### config.mk
export PLATFORM = sky130hd
export DESIGN_NAME = fp_mult_arbiter
export DESIGN_NICKNAME = d
export VERILOG_FILES = /design/src/rtl/fp_mult_arbiter.sv
export SDC_FILE = /design/constraint.sdc
export NUM_CORES = 1
export LEC_CHECK = 0
export CAP_MARGIN = 20
export CORE_AREA = 2 2 166 168
export CTS_CLUSTER_DIAMETER = 200
export DETAILED_ROUTE_END_ITERATION = 6
export DIE_AREA = 0 0 168 170
export GPL_TIMING_DRIVEN = 0
export PLACE_DENSITY_LB_ADDON = 0.1
export SYNTH_ARGS = -nofsm -noshare
export SYNTH_HDL_FRONTEND = slang
export SYNTH_SLANG_ARGS = --single-unit
export TNS_END_PERCENT = 1
### constraint.sdc
create_clock -name clk -period 4 [get_ports clk]
set_input_delay 0.8 -clock clk [delete_from_list [all_inputs] [get_ports clk]]
set_output_delay 0.8 -clock clk [all_outputs]
set_load 0.01 [all_outputs]
### src/rtl/fp_mult_arbiter.sv
// fp_mult_arbiter
//   Shares one pipelined fp_mult among NUM_REQ requesters. Operand pairs are
//   granted round-robin, at most one per cycle. Each requester ID travels in
//   a tag pipeline that runs alongside the multiplier's PIPE_STAGES registers,
//   so every result comes back with its ID on one valid/ready response port.
//   Backpressure freezes the multiplier and the tag pipeline together through
//   mult_enable.
//
// Ports
//   clk, resetn        clock, asynchronous active-low reset
//   req_valid/ready    per-requester handshake (req_ready is one-hot or zero)
//   req_a/req_b        packed operands, requester i at [i*W +: W]
//   req_round          packed rounding modes, requester i at [i*3 +: 3]
//   resp_valid/ready   result handshake
//   resp_id            requester index of the presented result
//   resp_z/status      product and flags, passed through from fp_mult
//   mult_a/b/round     operands to fp_mult (don't-care when nothing issues)
//   mult_enable        fp_mult enable, low only while the response is stalled
//   mult_z/status      fp_mult outputs
//   inflight           number of valid ops held in the pipeline
module fp_mult_arbiter #(
    parameter int NUM_REQ     = 4,
    parameter int SIG_WIDTH   = 23,
    parameter int EX_WIDTH    = 8,
    parameter int PIPE_STAGES = 3,
    localparam int W   = SIG_WIDTH + EX_WIDTH + 1,
    localparam int IDW = (NUM_REQ > 1) ? $clog2(NUM_REQ) : 1,
    localparam int CW  = $clog2(PIPE_STAGES + 1)
) (
    input  logic                   clk,
    input  logic                   resetn,
    input  logic [NUM_REQ-1:0]     req_valid,
    output logic [NUM_REQ-1:0]     req_ready,
    input  logic [NUM_REQ*W-1:0]   req_a,
    input  logic [NUM_REQ*W-1:0]   req_b,
    input  logic [NUM_REQ*3-1:0]   req_round,
    output logic                   resp_valid,
    input  logic                   resp_ready,
    output logic [IDW-1:0]         resp_id,
    output logic [W-1:0]           resp_z,
    output logic [7:0]             resp_status,
    output logic [W-1:0]           mult_a,
    output logic [W-1:0]           mult_b,
    output logic [2:0]             mult_round,
    output logic                   mult_enable,
    input  logic [W-1:0]           mult_z,
    input  logic [7:0]             mult_status,
    output logic [CW-1:0]          inflight
);

    localparam int unsigned NRU = NUM_REQ;
    localparam int unsigned PSU = PIPE_STAGES;

    logic [IDW-1:0] ptr;
    logic [IDW-1:0] grant_id;
    logic           grant_any;
    logic [IDW-1:0] sel_id;
    logic           transfer;
    logic           accept;

    logic [PIPE_STAGES-1:0] tag_v;
    logic [IDW-1:0]         tag_id [PIPE_STAGES];

    // (base + off) mod NUM_REQ; NUM_REQ need not be a power of two.
    function automatic logic [IDW-1:0] wrap_add(input logic [IDW-1:0] base,
                                                input int unsigned   off);
        int unsigned s;
        s = 32'(base) + off;
        return IDW'(s % NRU);
    endfunction

    // The response register is the last tag stage; it only holds while a
    // presented result is not taken.
    assign resp_valid  = tag_v[PIPE_STAGES-1];
    assign resp_id     = tag_id[PIPE_STAGES-1];
    assign resp_z      = mult_z;
    assign resp_status = mult_status;
    assign mult_enable = ~(resp_valid & ~resp_ready);
    assign accept      = resp_valid & resp_ready;

    // Round-robin search: first valid requester starting at ptr.
    always_comb begin
        logic [IDW-1:0] idx;
        grant_any = 1'b0;
        grant_id  = '0;
        idx       = '0;
        for (int unsigned i = 0; i < NRU; i++) begin
            idx = wrap_add(ptr, i);
            if (!grant_any && req_valid[idx]) begin
                grant_any = 1'b1;
                grant_id  = idx;
            end
        end
    end

    assign transfer = grant_any & mult_enable;

    always_comb begin
        req_ready = '0;
        if (transfer) req_ready[grant_id] = 1'b1;
    end

    // Operand mux follows the grant, or ptr when idle.
    assign sel_id = grant_any ? grant_id : ptr;

    always_comb begin
        mult_a     = req_a[int'(sel_id)*W +: W];
        mult_b     = req_b[int'(sel_id)*W +: W];
        mult_round = req_round[int'(sel_id)*3 +: 3];
    end

    always_ff @(posedge clk or negedge resetn) begin
        if (!resetn) begin
            ptr <= '0;
        end else if (transfer) begin
            ptr <= wrap_add(grant_id, 1);
        end
    end

    // Tag pipeline mirrors fp_mult's registers: shifts only when enabled,
    // so bubbles are kept and frozen exactly like real ops.
    always_ff @(posedge clk or negedge resetn) begin
        if (!resetn) begin
            tag_v <= '0;
            for (int unsigned k = 0; k < PSU; k++) tag_id[k] <= '0;
        end else if (mult_enable) begin
            tag_v[0]  <= transfer;
            tag_id[0] <= grant_id;
            for (int unsigned k = 1; k < PSU; k++) begin
                tag_v[k]  <= tag_v[k-1];
                tag_id[k] <= tag_id[k-1];
            end
        end
    end

    // Kept as a counter rather than a popcount of tag_v: an op leaves the
    // pipe only by being accepted, so +transfer -accept tracks the same value.
    always_ff @(posedge clk or negedge resetn) begin
        if (!resetn) begin
            inflight <= '0;
        end else if (transfer && !accept) begin
            inflight <= inflight + 1'b1;
        end else if (!transfer && accept) begin
            inflight <= inflight - 1'b1;
        end
    end

endmodule

==> flow_metrics.py, run 1 <==
metrics = {
    "sta": {
        "worstMarginPinSlew_ns": 0.717,
        "skew_ns": 0.00204,
        "fin_ws_ns": 0.126,
        "holdWs_ns": 0.454,
        "fin_crit_ns": 3.87,
        "fin_crit_sh_pct": 96.8,
        "slew_viol_final": 0,
        "slew_headroom_pct": 52.2,
        "rsz0062_at_grt": "no",
        "timing.fmax_mhz": 258,
        "finalSetupTns_ns": 0,
        "setup_viol": 0,
        "finalHoldViolCount": 0,
    },
    "clock_network": {
        "clk_latency_ns": 0.24,
        "clk_pin_slew_ns": 0.04,
        "numCtsBuffers": 3,
        "clk_path_buf_depth": 2,
        "numClockSinks": 13,
        "cts_tree": "done",
        "cts_root_buf": "clkbuf_16",
        "h-tree-depth": 1,
    },
    "power": {
        "power_density_nw_per_um2": 392,
        "p_leak_nw": 2.72,
        "ir_worst_vdd_mv": 0.123,
    },
    "worst_hold_path": {
        "hp-start": "tag_v[1]",
        "min_path_cells": 2,
        "hold_class": "register to register",
        "min_to": "tag_v[1]",
    },
    "synthesis": {
        "synth_seq_cells": 13,
        "synth_edf_count": 0,
        "yosysSeqAreaShare_pct": 11.5,
        "synth-xor-area-share_pct": 0.926,
        "synth_area_um2": 2840,
        "synth_top_area_share_pct": 47.6,
        "synthSimpleGateAreaFrac_pct": 6.04,
        "syn_nets": 527,
        "syn_inst": 207,
        "yosysTopAreaCell": "mux4_2",
        "synthMuxAreaShare_pct": 54.9,
        "ys_async_sr_fraction_pct": 100,
        "synth_compound_area_share_pct": 4.63,
        "synthAdderAreaFrac_pct": 2.20,
        "synth_area_leaders": "mux4_2 48%, dfrtp_1 11%, buf_4 11%, mux4_1 6.5%, buf_12 4.9%",
        "synth_top_family_by_area": "multiplexers",
        "synth_flop_cell": "dfrtp_1",
        "synth.avg_cell_area_um2": 13.7,
        "yosys_warnings": 0,
        "ys_types": 34,
    },
    "route": {
        "wl_um": 20100,
        "drt-initial-drc-count": 80,
        "drt_pass1_iterations": 4,
        "ant_nets": 0,
        "route.detailed.drc": 0,
        "via_per_inst": 3.67,
        "vias": 3484,
        "avgRoutedWirePerCell_um": 21.2,
    },
    "worst_setup_path": {
        "r2r-end": "ptr[1]",
        "crit_path_start_kind": "primary input",
        "crit_chain": "dlygate4sd2_1 > nor2_2 > a21oi_4 > o221ai_4 > buf_12 > buf_12 > mux4_2 > clkdlybuf4s50_1",
        "timing.rr.start": "ptr[1]",
        "critPathMaxFanout": 10,
        "r2r_slack_ns": 1.90,
        "end_kind": "output pin",
        "max_stage_delay_ns": 0.53,
        "arrival_ns": 3.07,
        "cpMostUsedCell": "buf_12",
        "r2r_cells": 6,
        "crit_slowest_cell": "mux4_2",
        "crit_type": "primary input to output pin",
        "crit_required_ns": 3.20,
    },
    "layout": {
        "finish.net_count": 925,
        "utilization_pct": 27.4,
        "drive_gt1_share_pct": 22.5,
        "synthToLayoutAreaGrowth_pct": 158,
        "most-common-layout-cells": "387 x clkdlybuf4s50_1, 60 x mux4_2, 46 x buf_4",
        "fillCellCount": 2792,
        "mostFrequentLayoutCell": "clkdlybuf4s50_1",
        "instances_no_fill": 949,
    },
    "floorplanning": {
        "start_util_pct": 10.6,
        "die_x_um": 168,
        "ios": 432,
        "dieArea_um2": 28600,
        "chipHeight_um": 170,
        "row_count": 60,
        "core_um2": 26700,
    },
    "global_route": {
        "grt_max_degree": 14,
        "antenna_found_initial": 4,
        "overflow": 0,
        "grt_pass1_wl_um": 26900,
        "grtUsageTotal_pct": 12.8,
        "first_global_vias": 3752,
    },
    "job": {
        "drv_cap": 0,
    },
    "status": {
        "outcome": "completed",
    },
    "placed_design": {
        "routabilityCongestion": 0.884,
        "placed_cells": 938,
        "hpwlAfterDp_um": 18200,
        "io_buffers": 390,
        "post-place-ws_ns": -0.625,
    },
}
## registers in the layout, indices dropped and copies added (netlist names)
name and cells:
tag_id 4, tag_v 3, inflight 2, ptr 2, resp_id 2
## per-layer routing
metal | part of all wire (%) | vias up | GRT usage (%)
li1 | - | 1596 | -
met1 | 35 | 1720 | 13.4
met2 | 58 | 162 | 25.5
met3 | 7.0 | 6 | 3.16
met4 | 0.72 | 0 | 2.68
met5 | 0 | - | 0
## kinds of logic after synthesis
group,after synthesis
buf+inv,65
mux,69
flops,13
xor+xnor,3
compound gates,16
simple gates,36
fa+ha+maj,5
## cell type report
cell class                 instances  area, um^2  share of cell area (%)
sequential                        13         325                    4.45
antenna                            4        10.0                   0.137
buffer                            60         556                    7.60
multi-input combinational        129        1970                    27.0
clock buffer                       4        78.8                    1.08
tap                              341         427                    5.84
inverter                           5        18.8                   0.257
timing repair buffer             393        3930                    53.7
## synth_stat cells (2+ instances only)
library cell   n
dfrtp_1       13
nand2b_1       2
ha_1           5
nor2_1         5
mux4_2        60
buf_2          3
nand2_1       19
mux4_1         7
o21ai_0        2
and2_1         4
nor2b_1        2
clkbuf_1       2
buf_12         7
xor2_1         2
buf_4         43
a21oi_1        6
mux2_2         2
inv_1          4
buf_6          4
## metrics by stage
step,cell area (um^2),power (mW)
after floorplan,2840,1.48
after detailed placement,7170,2.70
after global placement,7170,2.69
final,7310,2.87
after CTS,7300,2.93
after global routing,7310,3.04
## worst max path at each step
| stage | from | to | slack, ns | depth (start not counted) |
|---|---|---|---|---|
| 2_1_floorplan | req_valid[3] | mult_a[21] | 0.98 | 7 |
| 3_3_place_gp | req_valid[2] | mult_b[18] | -0.48 | 8 |
| 3_5_place_dp | req_valid[2] | mult_b[18] | -0.63 | 8 |
| 4_1_cts | req_valid[0] | mult_b[18] | 0.05 | 8 |
| 5_1_grt | req_valid[0] | mult_b[15] | 0.006 | 8 |
| 6_report | req_valid[1] | mult_b[18] | 0.13 | 8 |
## where the power goes
part / internal (mW) / switching (mW) / leakage, nW
Clock: 0.134 / 0.0514 / 0.0382
Combinational: 1.55 / 0.926 / 2.53
Sequential: 0.176 / 0.0304 / 0.150
Total: 1.86 / 1.01 / 2.72
## repair_timing
item                                   4_1_cts  5_1_grt
hold buffers                                 0        0
setup endpoints to repair                   71        4
resized for setup                            9        0
endpoints found under the hold margin        0        0
pin swaps                                    2        1
cloned                                       0        0
setup buffers                                3        0
## critical path: cells and delay by family
kind	cells	cell delay, ns
buf+inv	4	1.22
simple gates	1	0.19
compound gates	2	0.32
mux	1	0.53
Note: power is estimated with default switching activity, not from simulation.
==> run 2: changes to the inputs <==
--- a/config.mk
+++ b/config.mk
@@ -12,6 +12,7 @@
 export DIE_AREA = 0 0 168 170
 export GPL_TIMING_DRIVEN = 0
 export PLACE_DENSITY_LB_ADDON = 0.1
+export RECOVER_POWER = 25
 export SYNTH_ARGS = -nofsm -noshare
 export SYNTH_HDL_FRONTEND = slang
 export SYNTH_SLANG_ARGS = --single-unit
==> run 2 against run 1 <==
Against the previous run: combinational power about the same; die area is the same; utilization unchanged; worst setup slack better by 0.00077 ns; via count is essentially flat; maximum frequency barely moved; sequential power is essentially flat; critical path depth stayed put; first-iteration DRC count up 3.8%; design area is the same; total power decreased by 0.40%; sequential share of layout area unchanged; critical path type unchanged; highest routed layer unchanged.
==> flow_metrics.py, run 2 (same netlist as run 1, synthesis figures left out) <==
metrics = {
    "status": {
        "outcome": "completed",
    },
    "global_route": {
        "grtUsageTotal_pct": 12.8,
        "overflow": 0,
        "first_global_vias": 3752,
        "antenna_found_initial": 4,
        "grt_pass1_wl_um": 26900,
        "grt_max_degree": 14,
    },
    "clock_network": {
        "numCtsBuffers": 3,
        "cts_tree": "done",
        "clk_latency_ns": 0.24,
        "clk_pin_slew_ns": 0.04,
        "cts_hold_buf": 0,
        "h-tree-depth": 1,
        "clk_path_buf_depth": 2,
        "cts_root_buf": "clkbuf_16",
        "numClockSinks": 13,
    },
    "sta": {
        "finalSetupTns_ns": 0,
        "rsz0062_at_grt": "no",
        "fin_crit_sh_pct": 96.8,
        "slew_viol_final": 0,
        "worstMarginPinSlew_ns": 0.717,
        "finalHoldViolCount": 0,
        "fin_ws_ns": 0.127,
        "setup_viol": 0,
        "timing.fmax_mhz": 258,
        "fin_crit_ns": 3.87,
        "slew_headroom_pct": 52.2,
        "skew_ns": 0.00204,
    },
    "floorplanning": {
        "die_x_um": 168,
        "ios": 432,
        "row_count": 60,
        "start_util_pct": 10.6,
        "core_um2": 26700,
        "dieArea_um2": 28600,
        "chipHeight_um": 170,
    },
    "layout": {
        "top_regs": "tag_id x4, tag_v x3",
        "synthToLayoutAreaGrowth_pct": 158,
        "mostFrequentLayoutCell": "clkdlybuf4s50_1",
        "finish.instance_area_um2": 7310,
        "most-common-layout-cells": "366 x clkdlybuf4s50_1, 60 x mux4_2, 46 x buf_4",
        "top_register": "tag_id",
        "utilization_pct": 27.4,
        "drive_gt1_share_pct": 22.5,
        "instances_no_fill": 949,
        "finish.net_count": 925,
        "largest_reg_flops": 4,
    },
    "route": {
        "wl_um": 20100,
        "route.detailed.drc": 0,
        "ant_nets": 0,
        "vias": 3486,
        "drt_pass1_iterations": 4,
        "avgRoutedWirePerCell_um": 21.2,
        "drt-initial-drc-count": 83,
        "via_per_inst": 3.67,
    },
    "power": {
        "power_density_nw_per_um2": 391,
        "p_switching_mw": 1.01,
        "p_comb_share_pct": 86.3,
        "p_leak_nw": 2.73,
        "swShare_pct": 35.2,
        "seqPwrFrac_pct": 7.2,
        "ir_worst_vdd_mv": 0.122,
        "clkPwrFrac_pct": 6.5,
        "internal_power_mw": 1.85,
    },
    "job": {
        "drv_cap": 0,
    },
    "placed_design": {
        "placed_cells": 938,
        "placed_area_um2": 7170,
        "io_buffers": 390,
        "routabilityCongestion": 0.884,
        "post-place-ws_ns": -0.625,
        "hpwlAfterDp_um": 18200,
    },
    "worst_hold_path": {
        "hold_class": "register to register",
    },
    "worst_setup_path": {
        "crit_required_ns": 3.20,
        "crit_type": "primary input to output pin",
        "critPathMaxFanout": 10,
        "crit_path_start_kind": "primary input",
        "arrival_ns": 3.07,
        "end_kind": "output pin",
    },
}
[run 2: through the flow]
| stage | power (mW) | hold WS, ns |
|---|---|---|
| 4_1_cts | 2.93 | 0.462 |
| 3_3_place_gp | 2.69 | 0.453 |
| 5_1_grt | 3.03 | 0.488 |
| 2_1_floorplan | 1.48 | 0.430 |
| 6_report | 2.86 | 0.454 |
| 3_5_place_dp | 2.70 | 0.451 |
[run 2: critical path, stage by stage]
cell,delay [ns]
dlygate4sd2_1,0.33
nor2_2,0.19
a21oi_4,0.05
o221ai_4,0.27
buf_12,0.20
buf_12,0.16
mux4_2,0.53
clkdlybuf4s50_1,0.53
[run 2: what timing repair did]
| action | in CTS | in global routing |
|---|---|---|
| endpoints found under the hold margin | 0 | 0 |
| pin swaps | 2 | 1 |
| endpoints found under the setup margin | 71 | 4 |
| buffers inserted | 3 | 0 |
| gates resized for setup | 9 | 0 |
[run 2: final cells by class]
type,count,area [um^2]
fill,2792,19300
timing repair buffer,393,3930
multi-input combinational,129,1970
buffer,60,556
tap,341,427
sequential,13,325
clock buffer,4,78.8
inverter,5,18.8
antenna,4,10.0
[run 2: worst paths after layout]
path,slack (ns),to,from,cells past startpoint
max,0.13,mult_b[18],req_valid[1],8
min,0.45,tag_v[1],tag_v[1],2
max reg2reg,1.90,ptr[1],ptr[1],6
min reg2reg,0.45,tag_v[1],tag_v[1],2
max in group asynchronous,2.58,tag_v[2],resetn,1
min in group asynchronous,1.02,tag_id[3],resetn,1
[run 2: power by group through the flow]
stage / registers [mW] / clock network [mW] / logic [mW]
after floorplan: 0.206 / 0 / 1.27
after CTS: 0.208 / 0.191 / 2.53
after global placement: 0.206 / 0 / 2.49
after detailed placement: 0.209 / 0 / 2.49
final: 0.205 / 0.185 / 2.47
after global routing: 0.213 / 0.199 / 2.62
[run 2: metal layers]
layer	vias to the layer above	track usage, %	wire length [um]	share of wire [%]
li1	1595	-	-	-
met1	1723	13.4	6950	35
met2	162	25.5	11600	58
met3	6	3.16	1420	7.1
met4	0	2.68	144	0.72
met5	-	0	0	0
==> run 3: changes to the inputs <==
--- a/config.mk
+++ b/config.mk
@@ -5,7 +5,6 @@
 export SDC_FILE = /design/constraint.sdc
 export NUM_CORES = 1
 export LEC_CHECK = 0
-export CAP_MARGIN = 20
 export CORE_AREA = 2 2 166 168
 export CTS_CLUSTER_DIAMETER = 200
 export DETAILED_ROUTE_END_ITERATION = 6
==> results of run 3 <==
The final DEF is identical to that of run 2; final timing and power are the same.
